`config.mk`:
```
export PLATFORM = sky130hd
export DESIGN_NAME = i2s_adc_rx
export DESIGN_NICKNAME = d
export VERILOG_FILES = /design/src/rtl/i2s_adc_rx.sv
export SDC_FILE = /design/constraint.sdc
export NUM_CORES = 1
export LEC_CHECK = 0
export ABC_CLOCK_PERIOD_IN_PS = 2640
export CORE_AREA = 2 2 126 103
export DETAILED_ROUTE_END_ITERATION = 8
export DIE_AREA = 0 0 128 105
export PLACE_DENSITY = 0.53
export SLEW_MARGIN = 15
export SYNTH_ARGS = -nofsm -noshare
export SYNTH_HDL_FRONTEND = slang
export SYNTH_SLANG_ARGS = --single-unit
export TNS_END_PERCENT = 1
```
`constraint.sdc`:
```
create_clock -name clk_clk -period 2.64 [get_ports clk_clk]
set_clock_uncertainty 0.15 [all_clocks]
set_input_delay 0.396 -clock clk_clk [delete_from_list [all_inputs] [get_ports clk_clk]]
set_output_delay 0.396 -clock clk_clk [all_outputs]
set_load 0.03 [all_outputs]
```
`src/rtl/i2s_adc_rx.sv`:
```
// Philips-I2S stereo ADC receiver (codec is bclk/lrck master) with a valid/ready pair output.
// Define I2S_ADC_RX_OVF_COUNT_EN to add a saturating 16-bit dropped-pair counter (ovf_count).
module i2s_adc_rx #(
   parameter int DATA_WIDTH  = 16,
   parameter int SYNC_STAGES = 2
) (
   input  logic                  clk_clk,
   input  logic                  reset_reset,
   input  logic                  aud_bclk_export,
   input  logic                  aud_adclrck_export,
   input  logic                  aud_adcdat_export,
   output logic [DATA_WIDTH-1:0] left_data,
   output logic [DATA_WIDTH-1:0] right_data,
   output logic                  valid,
   input  logic                  ready,
   output logic                  overflow,
   output logic                  sync_err
`ifdef I2S_ADC_RX_OVF_COUNT_EN
   ,
   output logic [15:0]           ovf_count
`endif
);

   localparam int CW = $clog2(DATA_WIDTH + 1);

   typedef enum logic [1:0] {WAIT_LEFT, SHIFT, HOLD} state_t;

   logic [SYNC_STAGES-1:0] bclk_sync, lrck_sync, dat_sync;
   logic                   bclk_prev, lrck_prev;
   logic                   bclk_s, lrck_s, dat_s, bclk_rise, delay_slot;

   state_t                 state, state_n;
   logic [CW-1:0]          count, count_n;
   logic [DATA_WIDTH-1:0]  shreg, shreg_n;
   logic                   channel, channel_n;
   logic                   word_done, short_err;

   logic [DATA_WIDTH-1:0]  left_hold, right_word;
   logic                   pair_done;

   assign bclk_s     = bclk_sync[SYNC_STAGES-1];
   assign lrck_s     = lrck_sync[SYNC_STAGES-1];
   assign dat_s      = dat_sync[SYNC_STAGES-1];
   assign bclk_rise  = bclk_s & ~bclk_prev;
   assign delay_slot = (lrck_s != lrck_prev);

   always_ff @(posedge clk_clk) begin
      // NOTE: every register here uses <= so all flops see pre-edge values, keeping the sync chain a true pipeline.
      if (reset_reset) begin
         bclk_sync <= '0;
         lrck_sync <= '0;
         dat_sync  <= '0;
         bclk_prev <= 1'b0;
      end else begin
         bclk_sync <= {bclk_sync[SYNC_STAGES-2:0], aud_bclk_export};
         lrck_sync <= {lrck_sync[SYNC_STAGES-2:0], aud_adclrck_export};
         dat_sync  <= {dat_sync[SYNC_STAGES-2:0],  aud_adcdat_export};
         bclk_prev <= bclk_s;
      end
   end

   always_comb begin
      // NOTE: defaults first so no path through this block leaves a signal unassigned (no latches).
      state_n   = state;
      count_n   = count;
      shreg_n   = shreg;
      channel_n = channel;
      word_done = 1'b0;
      short_err = 1'b0;
      if (bclk_rise) begin
         unique case (state)
            WAIT_LEFT: begin
               if (delay_slot && !lrck_s) begin
                  state_n   = SHIFT;
                  channel_n = 1'b0;
                  count_n   = '0;
               end
            end
            SHIFT: begin
               if (delay_slot) begin
                  short_err = 1'b1;
                  state_n   = WAIT_LEFT;
               end else begin
                  shreg_n = {shreg[DATA_WIDTH-2:0], dat_s};
                  count_n = count + 1'b1;
                  if (count == CW'(DATA_WIDTH - 1)) begin
                     word_done = 1'b1;
                     state_n   = HOLD;
                  end
               end
            end
            HOLD: begin
               if (delay_slot) begin
                  channel_n = lrck_s;
                  state_n   = SHIFT;
                  count_n   = '0;
               end
            end
            default: state_n = WAIT_LEFT;
         endcase
      end
   end

   always_ff @(posedge clk_clk) begin
      if (reset_reset) begin
         state      <= WAIT_LEFT;
         count      <= '0;
         shreg      <= '0;
         channel    <= 1'b0;
         lrck_prev  <= 1'b0;
         left_hold  <= '0;
         right_word <= '0;
         pair_done  <= 1'b0;
         sync_err   <= 1'b0;
      end else begin
         state     <= state_n;
         count     <= count_n;
         shreg     <= shreg_n;
         channel   <= channel_n;
         pair_done <= 1'b0;
         if (bclk_rise) lrck_prev <= lrck_s;
         if (short_err) sync_err  <= 1'b1;
         if (word_done) begin
            if (!channel) begin
               left_hold <= shreg_n;
            end else begin
               right_word <= shreg_n;
               pair_done  <= 1'b1;
            end
         end
      end
   end

   // A completed pair is dropped only if the previous one is still unaccepted this cycle.
   always_ff @(posedge clk_clk) begin
      if (reset_reset) begin
         left_data  <= '0;
         right_data <= '0;
         valid      <= 1'b0;
         overflow   <= 1'b0;
`ifdef I2S_ADC_RX_OVF_COUNT_EN
         ovf_count  <= '0;
`endif
      end else if (pair_done) begin
         if (valid && !ready) begin
            overflow <= 1'b1;
`ifdef I2S_ADC_RX_OVF_COUNT_EN
            if (ovf_count != 16'hFFFF) ovf_count <= ovf_count + 16'd1;
`endif
         end else begin
            left_data  <= left_hold;
            right_data <= right_word;
            valid      <= 1'b1;
         end
      end else if (valid && ready) begin
         valid <= 1'b0;
      end
   end

endmodule

```
# After elaboration in Yosys (flattened, before gate mapping)
# Index checks and enable logic that the tools add are counted.
# totals
reg_bits,100
input_bits,6
out_inout_bits,35
wordCells,76
# op_classes
addsub,1
eq_ne,9
mux,26
bitwise_logic,5
reduce_logical,18
# ops
operator,count
$mux 16,3
$mux 5,3
$pmux 5 s3,1
$mux 1,13
$reduce_and 2->1,5
$mux 2,4
$ne 2x2->1 const B,4
$reduce_and 4->1,2
$pmux 2 s3,1
$add 5x1->5 const B,1
$eq 5x4->1 const B,1
$reduce_and 5->1,1
$not 1->1,4
$reduce_bool 2->1,2
$logic_and 1x1->1,3
$ne 3x3->1 const B,1
$reduce_bool 3->1,1
$eq 2x1->1 const B,1
$eq 2x2->1 const B,1
$logic_not 1->1,2
$logic_not 2->1,1
$pmux 1 s2,1
$reduce_or 2->1,1
$and 1x1->1,1
$ne 1x1->1,1

# Logic depth before layout (Yosys ltp)
# Gate-level depths: netlist of the first run.
# logic_depth
depth_word,7
ltp_mapped,8
ltp_nobuf,7

# Worst setup path before layout of the first run
# Ideal clock, no wire load.
# synth_timing
path_type,flip-flop to flip-flop
from,register count[0]
to,register right_word[6]
setup_time_ps,128
arrival_ps,1714
required_ps,2362
slack_ps,648
path_stages_with_launch,9
path_buffers,1
period_less_slack_ps,1992
cell_sequence,dfxtp_1 ha_1 and3_1 ha_1 nand2_1 nor3_4 buf_8 mux2i_1 nor2_1
# synth_via
elab_chain_cells,6
# synth_lines
item,line_no,text
start: declaration,33,"logic [CW-1:0] count, count_n;"
start signal: assignment,117,count <= count_n;
$eq 5x4->1,86,if (count == CW'(DATA_WIDTH - 1)) begin
$mux 1,86,
$mux 1,80,if (delay_slot) begin
$mux 1,71,unique case (state)
$mux 1,70,if (bclk_rise) begin
$reduce_and 2->1 (no line),-,
end signal: assignment,127,right_word <= shreg_n;
end: declaration,38,"logic [DATA_WIDTH-1:0] left_hold, right_word;"
# Every way passes these cells.
# A chain may end at the register's enable or synchronous reset.

# Worst setup path after layout of the first run
# layout_timing
from,register count[0]
to,register right_word[3]
# The elaborated chain is that of the path after synthesis.

==> results of run 1 <==
[per-stage QoR]
| stage | worst slack [ps] | instance area, µm² |
|---|---|---|
| floorplan | 648 | 3600 |
| global placement | 640 | 4130 |
| detailed placement | 556 | 4130 |
| CTS | 535 | 4400 |
| global route | 387 | 4400 |
| finish | 546 | 4400 |
[flip-flops by register name, summed over array words and instances, names as in the netlist, 2 cells and up]
register / count
shreg: 15
lrck_sync: 2
state: 2
count: 5
left_hold: 16
dat_sync: 2
left_data: 16
bclk_sync: 2
right_data: 16
right_word: 16
[synthesized netlist by cell type, drive strengths merged]
cell	n	area share
a211o	1	0.0024
a21oi	51	0.071
a22oi	1	0.0021
a31oi	2	0.0035
and2	1	0.0017
and3	1	0.0017
buf	12	0.021
clkbuf	12	0.013
dfxtp	99	0.55
ha	3	0.010
inv	4	0.0042
mux2i	34	0.095
nand2	99	0.10
nand2b	5	0.0087
nand3	3	0.0042
nand3b	2	0.0042
nand4bb	1	0.0077
nor2	41	0.043
nor2b	11	0.019
nor3	6	0.015
nor3b	1	0.0021
o21ai	5	0.0070
o41ai	3	0.0073
or3	1	0.0017
[area by class of cell]
type                    count  area (µm²)
fillers                  1265        7670
inverters                   4        15.0
clock buffers              12         236
clock inverters             3        40.0
repair buffers             47         460
multi-input cells         272        1480
well taps                 152         190
flip-flops and latches     99        1980
[power by group]
part | leakage [nW] | internal [mW] | total (mW) | switching (mW)
Combinational | 0.501 | 0.0149 | 0.0463 | 0.0315
Sequential | 0.798 | 1.50 | 1.50 | 0.00273
Clock | 0.136 | 0.727 | 1.25 | 0.520
[per-layer routing]
layer	global-route usage	up-vias	wire, µm
met1	0.171	1237	4100
met2	0.165	45	3010
met3	0.0394	9	226
li1	-	1380	-
met4	0.0432	0	111
met5	0	-	0
[cell families (layout without fill, tap and decap cells)]
family	Yosys count	count (layout)
adder cells (fa/ha/maj)	3	3
multiplexers	34	34
flip-flops	99	99
buffers and inverters	28	66
AND/OR/NAND/NOR	172	172
AO/OA/AOI/OAI	63	63
[layout by cell type (no fill, tap or decap), types with 4 or more instances in the layout]
master,instances
sky130_fd_sc_hd__a21oi_1,51
sky130_fd_sc_hd__buf_4,6
sky130_fd_sc_hd__clkbuf_16,9
sky130_fd_sc_hd__clkdlybuf4s50_1,39
sky130_fd_sc_hd__dfxtp_1,99
sky130_fd_sc_hd__mux2i_1,34
sky130_fd_sc_hd__nand2_1,99
sky130_fd_sc_hd__nand2b_1,5
sky130_fd_sc_hd__nor2_1,40
sky130_fd_sc_hd__nor2b_1,10
sky130_fd_sc_hd__nor3_1,4
sky130_fd_sc_hd__o21ai_0,5
[critical path, cell delays in order (launching register included)]
cell                      delay, ps
sky130_fd_sc_hd__dfxtp_1        370
sky130_fd_sc_hd__ha_1           200
sky130_fd_sc_hd__and3_1         170
sky130_fd_sc_hd__ha_1           210
sky130_fd_sc_hd__nand2_1        130
sky130_fd_sc_hd__nor3_4         120
sky130_fd_sc_hd__buf_4          310
sky130_fd_sc_hd__mux2i_1        240
sky130_fd_sc_hd__nor2_1          60
[worst max-delay path by stage]
stage | cells after the start | from | endpoint | slack [ps]
global placement | 8 | count[0] | right_word[14] | 640
finish | 8 | count[0] | right_word[3] | 550
floorplan | 8 | count[0] | right_word[6] | 650
detailed placement | 8 | count[0] | right_word[3] | 560
CTS | 8 | count[0] | right_word[3] | 530
global route | 8 | count[0] | right_word[0] | 390
==> impl_metrics.prom, run 1 <==
# TYPE chip_impl_metric gauge
chip_impl_info{name="destination_of_the_worst_hold_path",value="bclk_sync[1]"} 1
chip_impl_metric{name="drive_above_1_share",unit=""} 0.0595
chip_impl_metric{name="layout.nets",unit=""} 442
chip_impl_metric{name="powerDensity",unit="mW/mm²"} 634
chip_impl_metric{name="max_cap_violations",unit=""} 0
chip_impl_metric{name="die_h",unit="µm"} 105
chip_impl_metric{name="fp.dieW",unit="µm"} 128
chip_impl_metric{name="synth-xor-area-share",unit=""} 0
chip_impl_metric{name="synth_sequential_area_ratio",unit=""} 0.551
chip_impl_metric{name="wl_per_cell",unit="µm"} 12.6
chip_impl_metric{name="ctsResizeCount",unit=""} 0
chip_impl_metric{name="synth.distinct_cells",unit=""} 30
chip_impl_info{name="hp-class",value="reg2reg"} 1
chip_impl_info{name="critical_path_class",value="reg2reg"} 1
chip_impl_metric{name="totalNegativeSetupSlack",unit="ps"} 0
chip_impl_metric{name="final.hold.worst_slack",unit="ps"} 283
chip_impl_metric{name="drtIter0Drc",unit=""} 224
chip_impl_metric{name="drt_first_pass_iters",unit=""} 4
chip_impl_info{name="largest_family_of_logic_cells_by_synthesized_area",value="simple AND/OR/NAND/NOR gates"} 1
chip_impl_metric{name="placeableCoreArea",unit="mm²"} 0.0121
chip_impl_metric{name="critical_path.max_fanout",unit=""} 16
chip_impl_metric{name="final.period_utilization",unit=""} 0.793
chip_impl_metric{name="design.die.area",unit="mm²"} 0.0134
chip_impl_info{name="clock_tree_from_tritoncts",value="built"} 1
chip_impl_metric{name="totalPowerFinal",unit="mW"} 2.79
chip_impl_metric{name="grt-ovfl-total",unit=""} 0
chip_impl_metric{name="syn-num-nets",unit=""} 408
chip_impl_metric{name="hold_path_depth",unit=""} 1
chip_impl_metric{name="io_buffer_count",unit=""} 40
chip_impl_info{name="r2r-end",value="right_word[3]"} 1
chip_impl_metric{name="dr_total_vias",unit=""} 2671
chip_impl_metric{name="power_leakage",unit="nW"} 1.44
chip_impl_metric{name="synth_compound_area_frac",unit=""} 0.0932
chip_impl_metric{name="dp_hpwl",unit="µm"} 4720
chip_impl_info{name="rsz0062_at_grt",value="false"} 1
chip_impl_metric{name="slew_headroom",unit=""} 0.702
chip_impl_info{name="worstSetupStartpointType",value="register"} 1
chip_impl_metric{name="fp-row-count",unit=""} 36
chip_impl_metric{name="syn-cell-area",unit="mm²"} 0.00360
chip_impl_metric{name="postCtsHoldBufs",unit=""} 0
chip_impl_metric{name="grt_pass1_wl",unit="µm"} 12700
chip_impl_metric{name="synth-simple-area-share",unit=""} 0.213
chip_impl_metric{name="initial_utilization",unit=""} 0.298
chip_impl_metric{name="grt_antenna_before_repair",unit=""} 0
chip_impl_metric{name="worstPathRequired",unit="ps"} 2700
chip_impl_metric{name="worst-r2r-setup-slack",unit="ps"} 550
chip_impl_metric{name="timing.final.setup_violations",unit=""} 0
chip_impl_metric{name="drt_drc_violations_left",unit=""} 0
chip_impl_metric{name="areaGrowthSynthToFinish",unit="%"} 22.5
chip_impl_metric{name="max_slew.worst_pin.slew",unit="ps"} 447
chip_impl_metric{name="cts.reportedPaths.clkPinSlew",unit="ps"} 70
chip_impl_metric{name="post_route_utilization",unit=""} 0.365
chip_impl_metric{name="post-cts-setup-buffers",unit=""} 0
chip_impl_metric{name="yosys_warnings",unit=""} 0
chip_impl_metric{name="ant_nets",unit=""} 0
chip_impl_metric{name="clkLatencyLatePin",unit="ps"} 330
chip_impl_metric{name="vias_in_the_first_global_route",unit=""} 2551
chip_impl_metric{name="slew_viol_final",unit=""} 0
chip_impl_metric{name="worst-r2r-cell-count",unit=""} 8
chip_impl_info{name="root_buffer",value="sky130_fd_sc_hd__clkbuf_16"} 1
chip_impl_metric{name="h_tree_level_count",unit=""} 3
chip_impl_metric{name="antennaDiodeCount",unit=""} 0
chip_impl_metric{name="track_usage",unit=""} 0.119
chip_impl_metric{name="wirelength",unit="µm"} 7450
chip_impl_metric{name="syn-instance-count",unit=""} 399
chip_impl_info{name="hold_path.startpoint",value="bclk_sync[0]"} 1
chip_impl_info{name="status",value="finished clean"} 1
chip_impl_metric{name="max-vdd-ir-drop",unit="V"} 0.000360
chip_impl_metric{name="final_hold_vio_count",unit=""} 0
chip_impl_metric{name="numPlacedInstances",unit=""} 574
chip_impl_metric{name="postSynthAreaPerCell",unit="µm²"} 9.01
chip_impl_info{name="rr_startpoint",value="count[0]"} 1
chip_impl_metric{name="fmax",unit="GHz"} 0.478
chip_impl_metric{name="critPathArrivalTime",unit="ps"} 2150
chip_impl_metric{name="synth-seq-cells",unit=""} 99
chip_impl_metric{name="design.portCount",unit=""} 41
chip_impl_metric{name="synth-adder-area-share",unit=""} 0.0104
chip_impl_info{name="cp-end-kind",value="register"} 1
chip_impl_metric{name="grt_start_max_net_pins",unit=""} 82
chip_impl_metric{name="ctsLongestPathBuffers",unit=""} 2
chip_impl_metric{name="cts.sinks",unit=""} 99
chip_impl_metric{name="synth.area.mux_share",unit=""} 0.0946
chip_impl_metric{name="layoutNonFillerInstCount",unit=""} 589
chip_impl_metric{name="route.detailed.vias_per_inst",unit=""} 4.53
chip_impl_metric{name="numCtsBuffers",unit=""} 9
chip_impl_metric{name="post-route-min-period",unit="ps"} 2090
chip_impl_metric{name="place.gp.congestion",unit=""} 0.722
Note: power is estimated with default switching activity, not from simulation.
==> inputs of run 2 (changes only) <==
--- a/config.mk
+++ b/config.mk
@@ -5,7 +5,7 @@
 export SDC_FILE = /design/constraint.sdc
 export NUM_CORES = 1
 export LEC_CHECK = 0
-export ABC_CLOCK_PERIOD_IN_PS = 2640
+export ABC_CLOCK_PERIOD_IN_PS = 2200
 export CORE_AREA = 2 2 126 103
 export DETAILED_ROUTE_END_ITERATION = 8
 export DIE_AREA = 0 0 128 105
==> constraint.sdc (replaced) <==
create_clock -name clk_clk -period 2.2 [get_ports clk_clk]
set_clock_uncertainty 0.15 [all_clocks]
set_input_delay 0.33 -clock clk_clk [delete_from_list [all_inputs] [get_ports clk_clk]]
set_output_delay 0.33 -clock clk_clk [all_outputs]
set_load 0.03 [all_outputs]
==> run 2 against run 1 <==
Sequential power increased by 20%. Critical endpoint is now right_word[2]. Highest routed layer unchanged. Largest power group unchanged. Critical path type unchanged. Count of clock-buffer cells in the layout is 2 lower. Register-to-register slack worse by 330 ps.
==> impl_metrics.prom, run 2 (synthesized netlist as in run 1, its figures left out) <==
# TYPE chip_impl_metric gauge
chip_impl_metric{name="fmax",unit="GHz"} 0.505
chip_impl_info{name="hold_path.startpoint",value="reset_reset"} 1
chip_impl_metric{name="p_sw_frac",unit=""} 0.201
chip_impl_metric{name="ctsResizeCount",unit=""} 0
chip_impl_metric{name="grt-ovfl-total",unit=""} 0
chip_impl_metric{name="post-route-min-period",unit="ps"} 1980
chip_impl_metric{name="max-vdd-ir-drop",unit="V"} 0.000439
chip_impl_info{name="hp-class",value="in2reg"} 1
chip_impl_metric{name="hold_path_depth",unit=""} 2
chip_impl_info{name="timing.critical_path.cells",value="ha_1 -> and3_1 -> ha_1 -> nand2_1 -> nor3_4 -> buf_12 -> mux2i_1 -> nor2_1"} 1
chip_impl_metric{name="route.detailed.vias_per_inst",unit=""} 4.54
chip_impl_info{name="r2r-end",value="right_word[2]"} 1
chip_impl_metric{name="areaGrowthSynthToFinish",unit="%"} 25.3
chip_impl_metric{name="clkLatencyLatePin",unit="ps"} 340
chip_impl_metric{name="wl_per_cell",unit="µm"} 12.6
chip_impl_metric{name="numPlacedInstances",unit=""} 574
chip_impl_info{name="timing.critical_path.from",value="count[0]"} 1
chip_impl_metric{name="final.period_utilization",unit=""} 0.901
chip_impl_metric{name="post-cts-setup-buffers",unit=""} 0
chip_impl_metric{name="slowest_stage_delay_on_critical_path",unit="ps"} 380
chip_impl_metric{name="h_tree_level_count",unit=""} 3
chip_impl_metric{name="fp-row-count",unit=""} 36
chip_impl_metric{name="layoutNonFillerInstCount",unit=""} 590
chip_impl_metric{name="seqPwrFrac",unit=""} 0.506
chip_impl_metric{name="design.portCount",unit=""} 41
chip_impl_metric{name="clock_power_share",unit=""} 0.479
chip_impl_metric{name="worst-r2r-setup-slack",unit="ps"} 220
chip_impl_metric{name="place.gp.congestion",unit=""} 0.734
chip_impl_metric{name="critPathArrivalTime",unit="ps"} 2050
chip_impl_info{name="status",value="finished clean"} 1
chip_impl_metric{name="fillerInstances",unit=""} 1243
chip_impl_info{name="most_frequent_cells_in_the_layout",value="sky130_fd_sc_hd__nand2_1, sky130_fd_sc_hd__dfxtp_1, sky130_fd_sc_hd__a21oi_1, sky130_fd_sc_hd__nor2_1, sky130_fd_sc_hd__clkdlybuf4s50_1"} 1
chip_impl_metric{name="dp_hpwl",unit="µm"} 4840
chip_impl_metric{name="worst-r2r-cell-count",unit=""} 8
chip_impl_metric{name="placeableCoreArea",unit="mm²"} 0.0121
chip_impl_metric{name="wirelength",unit="µm"} 7430
chip_impl_metric{name="cts.reportedPaths.clkPinSlew",unit="ps"} 70
chip_impl_info{name="worstSetupStartpointType",value="register"} 1
chip_impl_metric{name="antennaDiodeCount",unit=""} 0
chip_impl_metric{name="cts.sinks",unit=""} 99
chip_impl_metric{name="grt_start_max_net_pins",unit=""} 87
chip_impl_info{name="clock_tree_from_tritoncts",value="built"} 1
chip_impl_metric{name="die_h",unit="µm"} 105
chip_impl_info{name="cp-end-kind",value="register"} 1
chip_impl_metric{name="initial_utilization",unit=""} 0.298
chip_impl_metric{name="ant_nets",unit=""} 0
chip_impl_metric{name="powerDensity",unit="mW/mm²"} 790
chip_impl_info{name="rr_startpoint",value="count[0]"} 1
chip_impl_metric{name="grt_pass1_wl",unit="µm"} 12700
chip_impl_metric{name="critical_path.max_fanout",unit=""} 16
chip_impl_info{name="destination_of_the_worst_hold_path",value="overflow"} 1
chip_impl_metric{name="numCtsBuffers",unit=""} 9
chip_impl_metric{name="slew_viol_final",unit=""} 0
chip_impl_metric{name="p_switching",unit="mW"} 0.715
chip_impl_metric{name="power_leakage",unit="nW"} 1.48
chip_impl_metric{name="max_slew.worst_pin.slew",unit="ps"} 364
chip_impl_metric{name="ctsLongestPathBuffers",unit=""} 2
chip_impl_metric{name="design.die.area",unit="mm²"} 0.0134
chip_impl_info{name="root_buffer",value="sky130_fd_sc_hd__clkbuf_16"} 1
chip_impl_metric{name="slew_headroom",unit=""} 0.757
chip_impl_info{name="timing.critical_path.max_delay_family",value="simple AND/OR/NAND/NOR gates"} 1
chip_impl_metric{name="worstPathRequired",unit="ps"} 2270
chip_impl_metric{name="io_buffer_count",unit=""} 40
chip_impl_metric{name="drtIter0Drc",unit=""} 163
chip_impl_metric{name="postCtsHoldBufs",unit=""} 0
chip_impl_metric{name="worst-path-buf-inv",unit=""} 1
chip_impl_metric{name="vias_in_the_first_global_route",unit=""} 2604
chip_impl_metric{name="totalNegativeSetupSlack",unit="ps"} 0
chip_impl_metric{name="timing.final.setup_violations",unit=""} 0
chip_impl_info{name="cp_common_cell",value="sky130_fd_sc_hd__ha_1"} 1
chip_impl_metric{name="fp.dieW",unit="µm"} 128
chip_impl_metric{name="power.share.combinational",unit=""} 0.015
chip_impl_metric{name="dr_total_vias",unit=""} 2679
chip_impl_info{name="critical_path_class",value="reg2reg"} 1
chip_impl_metric{name="final_hold_vio_count",unit=""} 0
chip_impl_metric{name="layout.nets",unit=""} 442
chip_impl_metric{name="max_cap_violations",unit=""} 0
chip_impl_metric{name="dpl_worst_slack",unit="ps"} 234
chip_impl_metric{name="drive_above_1_share",unit=""} 0.0685
chip_impl_metric{name="final_critical_path_setup_slack",unit="ps"} 218
chip_impl_metric{name="grt_antenna_before_repair",unit=""} 0
chip_impl_metric{name="power_report.internal_total",unit="mW"} 2.84
chip_impl_metric{name="drt_first_pass_iters",unit=""} 4
chip_impl_metric{name="track_usage",unit=""} 0.118
chip_impl_info{name="rsz0062_at_grt",value="false"} 1
chip_impl_info{name="critical-path-slowest-cell",value="sky130_fd_sc_hd__dfxtp_1"} 1
chip_impl_metric{name="drt_drc_violations_left",unit=""} 0
-- run 2: cell types whose count changed in the layout (fill, tap and decap cells not counted), sizes merged --
cell and change:
clkinv +1, inv +1, bufinv +1, clkbuf -2
-- run 2: final cells by class --
class	count	area, µm²	area share
sequential	99	1980	0.440
multi-input combinational	272	1480	0.329
timing repair buffer	47	510	0.113
clock buffer	10	239	0.0531
tap	152	190	0.0422
clock inverter	6	87.6	0.0194
inverter	4	15.0	0.00333
-- run 2: worst max path at each step --
| stage | endpoint | depth (start not counted) |
|---|---|---|
| floorplan | right_word[6] | 8 |
| global placement | right_word[14] | 8 |
| detailed placement | right_word[11] | 8 |
| CTS | left_hold[9] | 8 |
| global route | left_hold[4] | 8 |
| finish | right_word[2] | 8 |
-- run 2: power by group through the flow --
stage	Sequential [mW]	Clock [mW]	Combinational [mW]
final	1.80	1.70	0.0546
after global routing	1.80	1.83	0.0609
after global placement	1.84	0	0.0557
after CTS	1.80	1.75	0.0557
after detailed placement	1.84	0	0.0557
after floorplan	1.84	0	0.0380
-- run 2: per-layer routing --
layer,GRT usage,share of wire,vias to the layer above
met2,0.168,0.42,45
met5,0,0,-
met1,0.168,0.53,1241
li1,-,-,1386
met4,0.0471,0.014,0
met3,0.0328,0.035,7
-- run 2: metrics by stage --
stage | utilization | power [mW] | cell area (µm²) | hold WS (ps)
after floorplan | - | 1.88 | 3600 | 264
after global placement | 0.346 | 1.90 | 4180 | 273
after detailed placement | 0.346 | 1.90 | 4180 | 275
after CTS | 0.373 | 3.60 | 4500 | 221
after global routing | 0.373 | 3.69 | 4500 | 233
final | 0.373 | 3.56 | 4500 | 222
